==> src/rtl/hamming_decoder_pipe.sv <==
// Two-stage Hamming(7,4) single-error-correcting decoder with valid/ready on both sides.
// S1 holds the raw codeword plus syndrome; S2 holds the corrected result and drives the outputs.
module hamming_decoder_pipe #(
    parameter int CNT_W = 16
) (
    input  logic             clk,
    input  logic             rst,
    input  logic [6:0]       code_in,
    input  logic             in_valid,
    output logic             in_ready,
    output logic [3:0]       data_out,
    output logic [2:0]       syndrome,
    output logic             err_corr,
    output logic [2:0]       err_pos,
    output logic             out_valid,
    input  logic             out_ready,
    input  logic             clr_count,
    output logic [CNT_W-1:0] err_count
);

    typedef struct packed {
        logic [3:0] data;
        logic [2:0] syn;
        logic       err;
        logic [2:0] pos;
    } dec_t;

    logic [2:1]       vld_pipe;
    logic [6:0]       s1_code;
    logic [2:0]       s1_syn;
    logic [2:0]       syn_in;
    logic [6:0]       fixed;
    dec_t             s2_d, s2_q;
    logic [CNT_W-1:0] cnt_q;
    logic             in_fire, s2_adv, s1_mv;

    // Each syndrome bit covers the positions whose index has that bit set.
    assign syn_in = {^(code_in & 7'b1111000), ^(code_in & 7'b1100110), ^(code_in & 7'b1010101)};

    assign s2_adv   = !vld_pipe[2] | out_ready;
    assign s1_mv    = vld_pipe[1] & s2_adv;
    assign in_ready = !vld_pipe[1] | s2_adv;
    assign in_fire  = in_valid & in_ready;

    always_comb begin
        s2_d  = '0;
        fixed = s1_code;
        if (s1_syn != 3'd0) begin
            s2_d.err = 1'b1;
            s2_d.pos = s1_syn - 3'd1;
            fixed    = s1_code ^ (7'd1 << s2_d.pos);
        end
        s2_d.syn  = s1_syn;
        s2_d.data = {fixed[6], fixed[5], fixed[4], fixed[2]};
    end

    always_ff @(posedge clk or posedge rst) begin
        if (rst) begin
            vld_pipe <= '0;
            s1_code  <= '0;
            s1_syn   <= '0;
            s2_q     <= '0;
        end else begin
            if (in_fire) begin
                vld_pipe[1] <= 1'b1;
                s1_code     <= code_in;
                s1_syn      <= syn_in;
            end else if (s1_mv) begin
                vld_pipe[1] <= 1'b0;
            end
            if (s1_mv) begin
                vld_pipe[2] <= 1'b1;
                s2_q        <= s2_d;
            end else if (out_ready) begin
                vld_pipe[2] <= 1'b0;
            end
        end
    end

    // Clear takes priority over a same-cycle increment.
    always_ff @(posedge clk or posedge rst) begin
        if (rst)
            cnt_q <= '0;
        else if (clr_count)
            cnt_q <= '0;
        else if (s1_mv && s2_d.err && cnt_q != {CNT_W{1'b1}})
            cnt_q <= cnt_q + 1'b1;
    end

    assign out_valid = vld_pipe[2];
    assign data_out  = s2_q.data;
    assign syndrome  = s2_q.syn;
    assign err_corr  = s2_q.err;
    assign err_pos   = s2_q.pos;
    assign err_count = cnt_q;

endmodule
==> config.mk <==
export PLATFORM = sky130hd
export DESIGN_NAME = hamming_decoder_pipe
export DESIGN_NICKNAME = d
export VERILOG_FILES = /design/src/rtl/hamming_decoder_pipe.sv
export SDC_FILE = /design/constraint.sdc
export NUM_CORES = 1
export LEC_CHECK = 0
export ABC_CLOCK_PERIOD_IN_PS = 2500
export CAP_MARGIN = 20
export CELL_PAD_IN_SITES_DETAIL_PLACEMENT = 1
export CELL_PAD_IN_SITES_GLOBAL_PLACEMENT = 2
export CORE_MARGIN = 3
export CORE_UTILIZATION = 32
export DETAILED_ROUTE_END_ITERATION = 12
export GPL_TIMING_DRIVEN = 1
export PLACE_DENSITY = 0.78
export SLEW_MARGIN = 10
export SYNTH_ARGS = -nofsm -noshare
export SYNTH_HDL_FRONTEND = slang
export SYNTH_SLANG_ARGS = --single-unit
==> constraint.sdc <==
create_clock -name clk -period 2.5 [get_ports clk]
set_clock_uncertainty 0.2 [all_clocks]
set_input_delay 0.25 -clock clk [delete_from_list [all_inputs] [get_ports clk]]
set_output_delay 0.25 -clock clk [all_outputs]
set_load 0.02 [all_outputs]
# ---- Word level (Yosys, flattened, before mapping)
# Cells that the tools add are included.
dict set report op_classes {
  bitwise_logic 5
  shifts 1
  n_reduce_logical 11
  mux 8
  addsub 2
  eq_ne 1
}
# operator n
set ops {}
lappend ops {{two-way mux 16 bit} 2}
lappend ops {{XOR reduction 7 bit} 3}
lappend ops {{adder 16 x 1 -> 16 bit (second input constant)} 1}
lappend ops {{!= test 16 bit (second input constant)} 1}
lappend ops {{two-way mux 7 bit} 1}
lappend ops {{left shift 1 x 3 -> 7 bit (first input constant)} 1}
lappend ops {{XOR 7 bit} 1}
lappend ops {{nonzero test 2 bit} 3}
lappend ops {{two-way mux 1 bit} 4}
lappend ops {{two-way mux 4 bit} 1}
lappend ops {{nonzero test 3 bit} 1}
lappend ops {{subtractor 3 x 1 -> 3 bit (second input constant)} 1}
lappend ops {{AND 1 bit} 2}
lappend ops {{logical AND 1 bit} 2}
lappend ops {{zero test 1 bit} 2}
lappend ops {{bitwise OR 1 bit} 2}
dict set report totals {
  inputBits 12
  register_bits 39
  word_cells 37
  out_inout_bits 29
}

# ---- Depth between registers and ports, before layout
# Gate-level depths: netlist of the first run.
dict set report logic_depth {
  depth_word 7
  ltp_mapped 8
  ltp_nobuf 6
}

# ---- Least setup slack after synthesis of the first run
# Ideal clock, no wire load.
dict set report synth_timing {
  kind {flip-flop to flip-flop}
  start {register cnt_q[0], in the netlist err_count[0]}
  end {register cnt_q[8], in the netlist err_count[8]}
  synth_period_minus_slack_ns 2.081
  stages_incl_launch_ff 9
  t_required_ns 2.168
  setup_slack_ns 0.419
  setup_ns 0.132
  n_path_buf 2
  arrival_ns 1.749
  cell_sequence {dfrtp_1 -> ha_1 -> and4_4 -> buf_6 -> and4_4 -> buf_6 -> o31a_1 -> nor2_1 -> nor2_1}
}
dict set report synth_via {
  elab_chain_cells 3
  word_cells_on_any_way 6
  classes_between {1 x add/sub; 1 x eq/ne; 2 x mux; 2 x reduce/logical}
}
# element line
set synth_lines {}
lappend synth_lines {{start: declaration} 34} ;# logic [CNT_W-1:0] cnt_q;
lappend synth_lines {{start signal: assignment} 87} ;# cnt_q <= cnt_q + 1'b1;
lappend synth_lines {{adder 16 x 1 -> 16 bit or != test 16 bit (tied branches)} {87, 86}}
lappend synth_lines {{two-way mux 16 bit or logical AND 1 bit (tied branches)} 86} ;# else if (s1_mv && s2_d.err && cnt_q != {CNT_W{1'b1}})
lappend synth_lines {{two-way mux 16 bit or nonzero test 2 bit (tied branches)} -}
# Several ways; a longest one is shown, not always the timed one. The select of a mux whose other input is x is not followed.
# A chain may end at the register's enable or synchronous reset.

# ---- Worst setup path in the final report of the first run
dict set report layout_timing {
  start {register cnt_q[0], in the netlist err_count[0]}
  end {register cnt_q[13], in the netlist err_count[13]}
}
# Same word-level chain as after synthesis.

==> results of run 1 <==
## worst max-delay path, cell delays in order, from the launching register on
cell and delay, ps:
dfrtp_1 440, ha_1 250, and4_4 230, nand3_1 110, nand3_1 150, or4_1 420, a21oi_1 160
## final cells by class
class | count | area, um2 | share of cell area [%]
clock buffers | 8 | 90.1 | 3.71
inverters | 1 | 3.75 | 0.154
multi-input cells | 130 | 907 | 37.3
flip-flops and latches | 36 | 901 | 37.1
well taps | 72 | 90.1 | 3.71
repair buffers | 45 | 438 | 18.0
## cell families after synthesis
logic type	Yosys count	synth area share (%)
adders and majority gates	1	0.660
buffers and inverters	10	4.68
muxes	7	4.16
xor gates and xnor gates	23	10.6
DFF	36	47.5
AOI/OAI and AO/OA	24	8.90
and+or+nand+nor	75	23.5
## routing by layer
| layer | share of wire [%] | global-route usage, % | wire length, um | up-vias |
|---|---|---|---|---|
| li1 | - | - | - | 702 |
| met4 | 0.47 | 3.57 | 21 | 0 |
| met3 | 3.2 | 3.57 | 143 | 2 |
| met2 | 52 | 24.1 | 2300 | 25 |
| met1 | 44 | 15.7 | 1960 | 723 |
| met5 | 0 | 0 | 0 | - |
## layout by cell type, fill, tap and decap left out, types with 2 or more instances in the layout
| master | n |
|---|---|
| clkdlybuf4s50_1 | 40 |
| dfrtp_1 | 36 |
| nand2_1 | 20 |
| nor2_1 | 16 |
| xnor2_1 | 15 |
| o21ai_0 | 11 |
| nand3_1 | 8 |
| xor2_1 | 8 |
| mux2_2 | 7 |
| nand4_1 | 6 |
| clkbuf_8 | 6 |
| a21oi_1 | 5 |
| buf_4 | 5 |
| nor3_2 | 4 |
| nand3b_1 | 3 |
| nand2b_1 | 2 |
| and4_2 | 2 |
| and4_4 | 2 |
| and3_1 | 2 |
| or4_1 | 2 |
| clkbuf_1 | 2 |
## metrics by stage
step	hold WS [ps]	util, %	instance area, um2	cells
3_5_place_dp	286	41.7	2340	284
5_1_grt	270	43.3	2430	292
3_3_place_gp	266	41.7	2340	284
4_1_cts	197	43.3	2430	292
2_1_floorplan	158	-	1900	176
6_report	186	43.3	2430	292
## worst paths after layout
path | from | end | slack [ps]
worst max-delay path | err_count[0] | err_count[13] | 460
worst min-delay path | rst | err_count[5] | 190
worst max register to register | err_count[0] | err_count[13] | 460
worst min register to register | err_corr | err_corr | 290
max in group asynchronous | rst | err_count[10] | 1580
min in group clk | err_corr | err_corr | 290
## power by group through the flow
stage / logic [mW] / clock network [mW] / registers, mW
floorplan: 0.207 / 0 / 0.795
global placement: 0.454 / 0 / 0.734
detailed placement: 0.462 / 0 / 0.736
CTS: 0.464 / 0.436 / 0.727
global route: 0.495 / 0.468 / 0.736
finish: 0.454 / 0.418 / 0.724
## registers in the layout, indices dropped and copies added (netlist names)
| name | cells |
|---|---|
| s1_code | 4 |
| syndrome | 3 |
| s1_syn | 3 |
| vld_pipe | 2 |
| err_corr | 1 |
| data_out | 4 |
| err_count | 16 |
| err_pos | 3 |
==> results.cfg, run 1 <==
[timing]
rsz0062_at_grt = false
post-route-period-util_pct = 81.4
slew_violations = 0
slew_headroom_pct = 41.2
setup_ws_ps = 464
fmax_mhz = 491
setup_viol = 0
finalCriticalPeriod_ps = 2040
finalHoldViolCount = 0
tns_ps = 0
max_slew.worst_pin.slew_ps = 880

[synth]
synth.ff_latch_count = 36
avgSynthCellArea_um2 = 10.8
yosys_warnings = 0
synth_cell_types = 40
synthesis.area_mm2 = 0.00190
synth_nets = 189
synthFlopType = dfrtp_1
yosys-top-cells-count = 36 x dfrtp_1, 20 x nand2_1, 16 x nor2_1, 15 x xnor2_1, 11 x o21ai_0
yosysSeqAreaShare_pct = 47.5
synth_top_area_share_pct = 47.5
synth_most_common_cell = dfrtp_1
synth_edf_count = 0
synthArstFlopShare_pct = 100
synthCells = 176
yosys-top-cells-area = dfrtp_1 47%, xnor2_1 6.9%, mux2_2 4.2%
yosys.area.top_type = dfrtp_1

[clock_tree]
holdBufCountCts = 0
cts_setup_buffers = 0
cts_buffer_depth = 2
cts_tree = built
clock_sinks = 36
cts_made_buffers = 5
cts.htree.levels = 2
insertion_delay_ps = 280
cts_resized = 0
cts.clk_slew.worst_paths_ps = 70
cts_root_buf = clkbuf_8

[worst_setup_path]
start_kind = flip-flop
arrival_ps = 2030
reg2reg_depth = 6
worstPathRequired_ps = 2500
endpoint_kind = flip-flop
path_max_fanout = 6
crit_type = flip-flop to flip-flop

[job]
cap_violations = 0

[placed_design]
io_buffers = 40
place_ws_ps = 288
hpwl_um = 3350
place.gp.congestion = 0.756

[status]
status = finished clean

[power]
p_int_mw = 1.10
ir_worst_vdd_mv = 0.284
clockPowerShare_pct = 26.2
p_per_area_mw_per_mm2 = 656
total_power_mw = 1.60
power_frac_comb_pct = 28.4
sw_frac_of_total_pct = 30.8
p_leak_nw = 0.957
p_sw_mw = 0.491
seq_power_share_pct = 45.4

[global_routing]
first_global_vias = 1582
grt_max_degree = 37
antenna_found_initial = 0
grt_first_pass_wirelength_um = 7600
overflow = 0
gr-usage-all-layers_pct = 13.4

[floorplanning]
io-pin-count = 41
initial_core_util_pct = 33.8
die_x_um = 83.0
die-area_mm2 = 0.00689
core_region_area_mm2 = 0.00561
dieHeight_um = 83.0
num_rows = 27

[routing]
drt_first_pass_iters = 4
routedWlPerCell_um = 15.1
route.antenna.remaining_nets = 0
first_iter_violations = 67
num_vias = 1452
drc_errors = 0
routed_via_density = 4.97
wl_um = 4420

[cells_and_area]
fin_nets = 232
drive_above_1_share_pct = 15.5
diodes = 0
fillers = 634
area_delta_synth_final_pct = 28.1

[hold_path]
hold_path_class = input port to async pin
No activity file was read; power rests on OpenSTA's default activity.
==> run 2: changes to the inputs <==
- ABC_CLOCK_PERIOD_IN_PS: 2500 -> 2000
- clock period: 2.5 -> 2 ns (I/O delays scaled with it)
==> run 2 against run 1 <==
Compared with the run above: setup slack lost 350 ps; non-clock buffer count is 13 higher; combinational power increased by 33%; sequential power rose by 26%; utilization increased by 2.5 points; count of clock-buffer cells in the layout fell by 2; hold slack got worse by 73 ps; first-iteration DRC count fell by 57%; design area grew 5.9%.
==> results.cfg, run 2 (synthesis results as in run 1) <==
[floorplanning]
die_x_um = 83.0
initial_core_util_pct = 33.8
die-area_mm2 = 0.00689
num_rows = 27
io-pin-count = 41
core_region_area_mm2 = 0.00561
dieHeight_um = 83.0

[worst_setup_path]
arrival_ps = 1860
r2r-end = err_count[8]
worstReg2RegStart = err_count[1]
rrSetupSlack_ps = 110
critPathSlowestCell = dfrtp_2
max_stage_delay_ps = 440
path_max_fanout = 11
worstPathRequired_ps = 1970
reg2reg_depth = 6
start_kind = flip-flop
crit_type = flip-flop to flip-flop
crit_chain = ha_4 > and4_4 > and4_4 > o31a_1 > nor2_1 > nor2_1
endpoint_kind = flip-flop

[routing]
routed_via_density = 4.98
drt_first_pass_iters = 4
drc_errors = 0
first_iter_violations = 29
routedWlPerCell_um = 15.9
route.antenna.remaining_nets = 0
wl_um = 4860
num_vias = 1518

[clock_tree]
holdBufCountCts = 0
cts_buffer_depth = 2
cts_resized = 0
cts.htree.levels = 2
clock_sinks = 36
cts_root_buf = clkbuf_8
cts_setup_buffers = 0
cts_made_buffers = 5
cts.clk_slew.worst_paths_ps = 70
insertion_delay_ps = 290
cts_tree = built

[global_routing]
grt_first_pass_wirelength_um = 8550
overflow = 0
first_global_vias = 1764
grt_max_degree = 37
gr-usage-all-layers_pct = 15.3
antenna_found_initial = 0

[placed_design]
hpwl_um = 3720
io_buffers = 40
place.gp.congestion = 0.852

[status]
status = finished clean

[timing]
hold_slack_ps = 113
post-route-period-util_pct = 94.5
finalHoldViolCount = 0
fmax_mhz = 529
slew_headroom_pct = 69.4
max_slew.worst_pin.slew_ps = 459
slew_violations = 0
finalCriticalPeriod_ps = 1890
setup_viol = 0
rsz0062_at_grt = true

[power]
ir_worst_vdd_mv = 0.514
p_leak_nw = 1.03
total_power_mw = 2.15
p_per_area_mw_per_mm2 = 835

[cells_and_area]
final_cell_mix = 39 x clkdlybuf4s50_1, 34 x dfrtp_1, 20 x nand2_1
largest_register_ffs = 16
area_delta_synth_final_pct = 35.6
final_common_cell = clkdlybuf4s50_1
fin_nets = 245
drive_above_1_share_pct = 22.7
diodes = 0
fillers = 646

[hold_path]
hold_path_class = input port to async pin

[job]
cap_violations = 0
## run 2: changes by cell type in the layout (fill, tap and decap cells not counted), sizes merged
cell and delta:
buf +13, bufinv +1, clkbuf -2, clkdlybuf4s50 -1, clkinv +1, dlymetal6s2s +1
## run 2: worst max path at each step
| stage | startpoint | endpoint | slack [ps] | cells after the start |
|---|---|---|---|---|
| 6_report | err_count[1] | err_count[8] | 110 | 6 |
| 5_1_grt | err_count[1] | err_count[0] | -10 | 6 |
| 4_1_cts | vld_pipe[1] | in_ready | 60 | 2 |
| 3_5_place_dp | out_ready | err_count[13] | -20 | 6 |
| 3_3_place_gp | out_ready | err_count[13] | 50 | 6 |
| 2_1_floorplan | err_count[0] | err_count[8] | 2 | 8 |
## run 2: final cells by class
type / instances / area [um2] / share of cell area [%]
clock inverters: 2 / 35.0 / 1.36
well taps: 72 / 90.1 / 3.50
inverters: 1 / 3.75 / 0.146
multi-input cells: 130 / 930 / 36.1
clock buffers: 6 / 72.6 / 2.82
flip-flops and latches: 36 / 903 / 35.1
repair buffers: 58 / 538 / 20.9
## run 2: critical path, delay by kind of cell (launching register included)
family / cells / cell delay, ps
flip-flops: 1 / 440
AND/OR/NAND/NOR: 4 / 650
AO/OA/AOI/OAI: 1 / 310
adder cells (fa/ha/maj): 1 / 170
## run 2: stage by stage
stage               setup WS (ps)  cells  setup TNS [ps]  area [um2]  utilization (%)
floorplan                    1.92    176               0        1910                -
global placement             48.5    297               0        2450             43.7
detailed placement          -22.1    297           -22.1        2450             43.7
CTS                          55.4    305               0        2560             45.6
global route                -10.5    305           -10.5        2570             45.9
finish                        111    305               0        2570             45.9
## run 2: metal layers
layer	part of all wire [%]	global-route usage, %	vias up
met5	0	0	-
met4	1.6	4.75	0
met3	3.3	3.77	7
met2	54	28.4	35
met1	42	17.0	752
li1	-	-	724
## run 2: power by group
group,leakage [nW],internal [mW],switching [mW],total [mW]
logic,0.515,0.292,0.314,0.606
registers,0.460,0.831,0.0798,0.911
clock network,0.0552,0.370,0.261,0.631
total,1.03,1.49,0.654,2.15
==> run 3: changes to the inputs <==
- SLEW_MARGIN: 10 -> 20
==> results of run 3 <==
The final DEF is identical to that of run 2; final timing and power are the same.
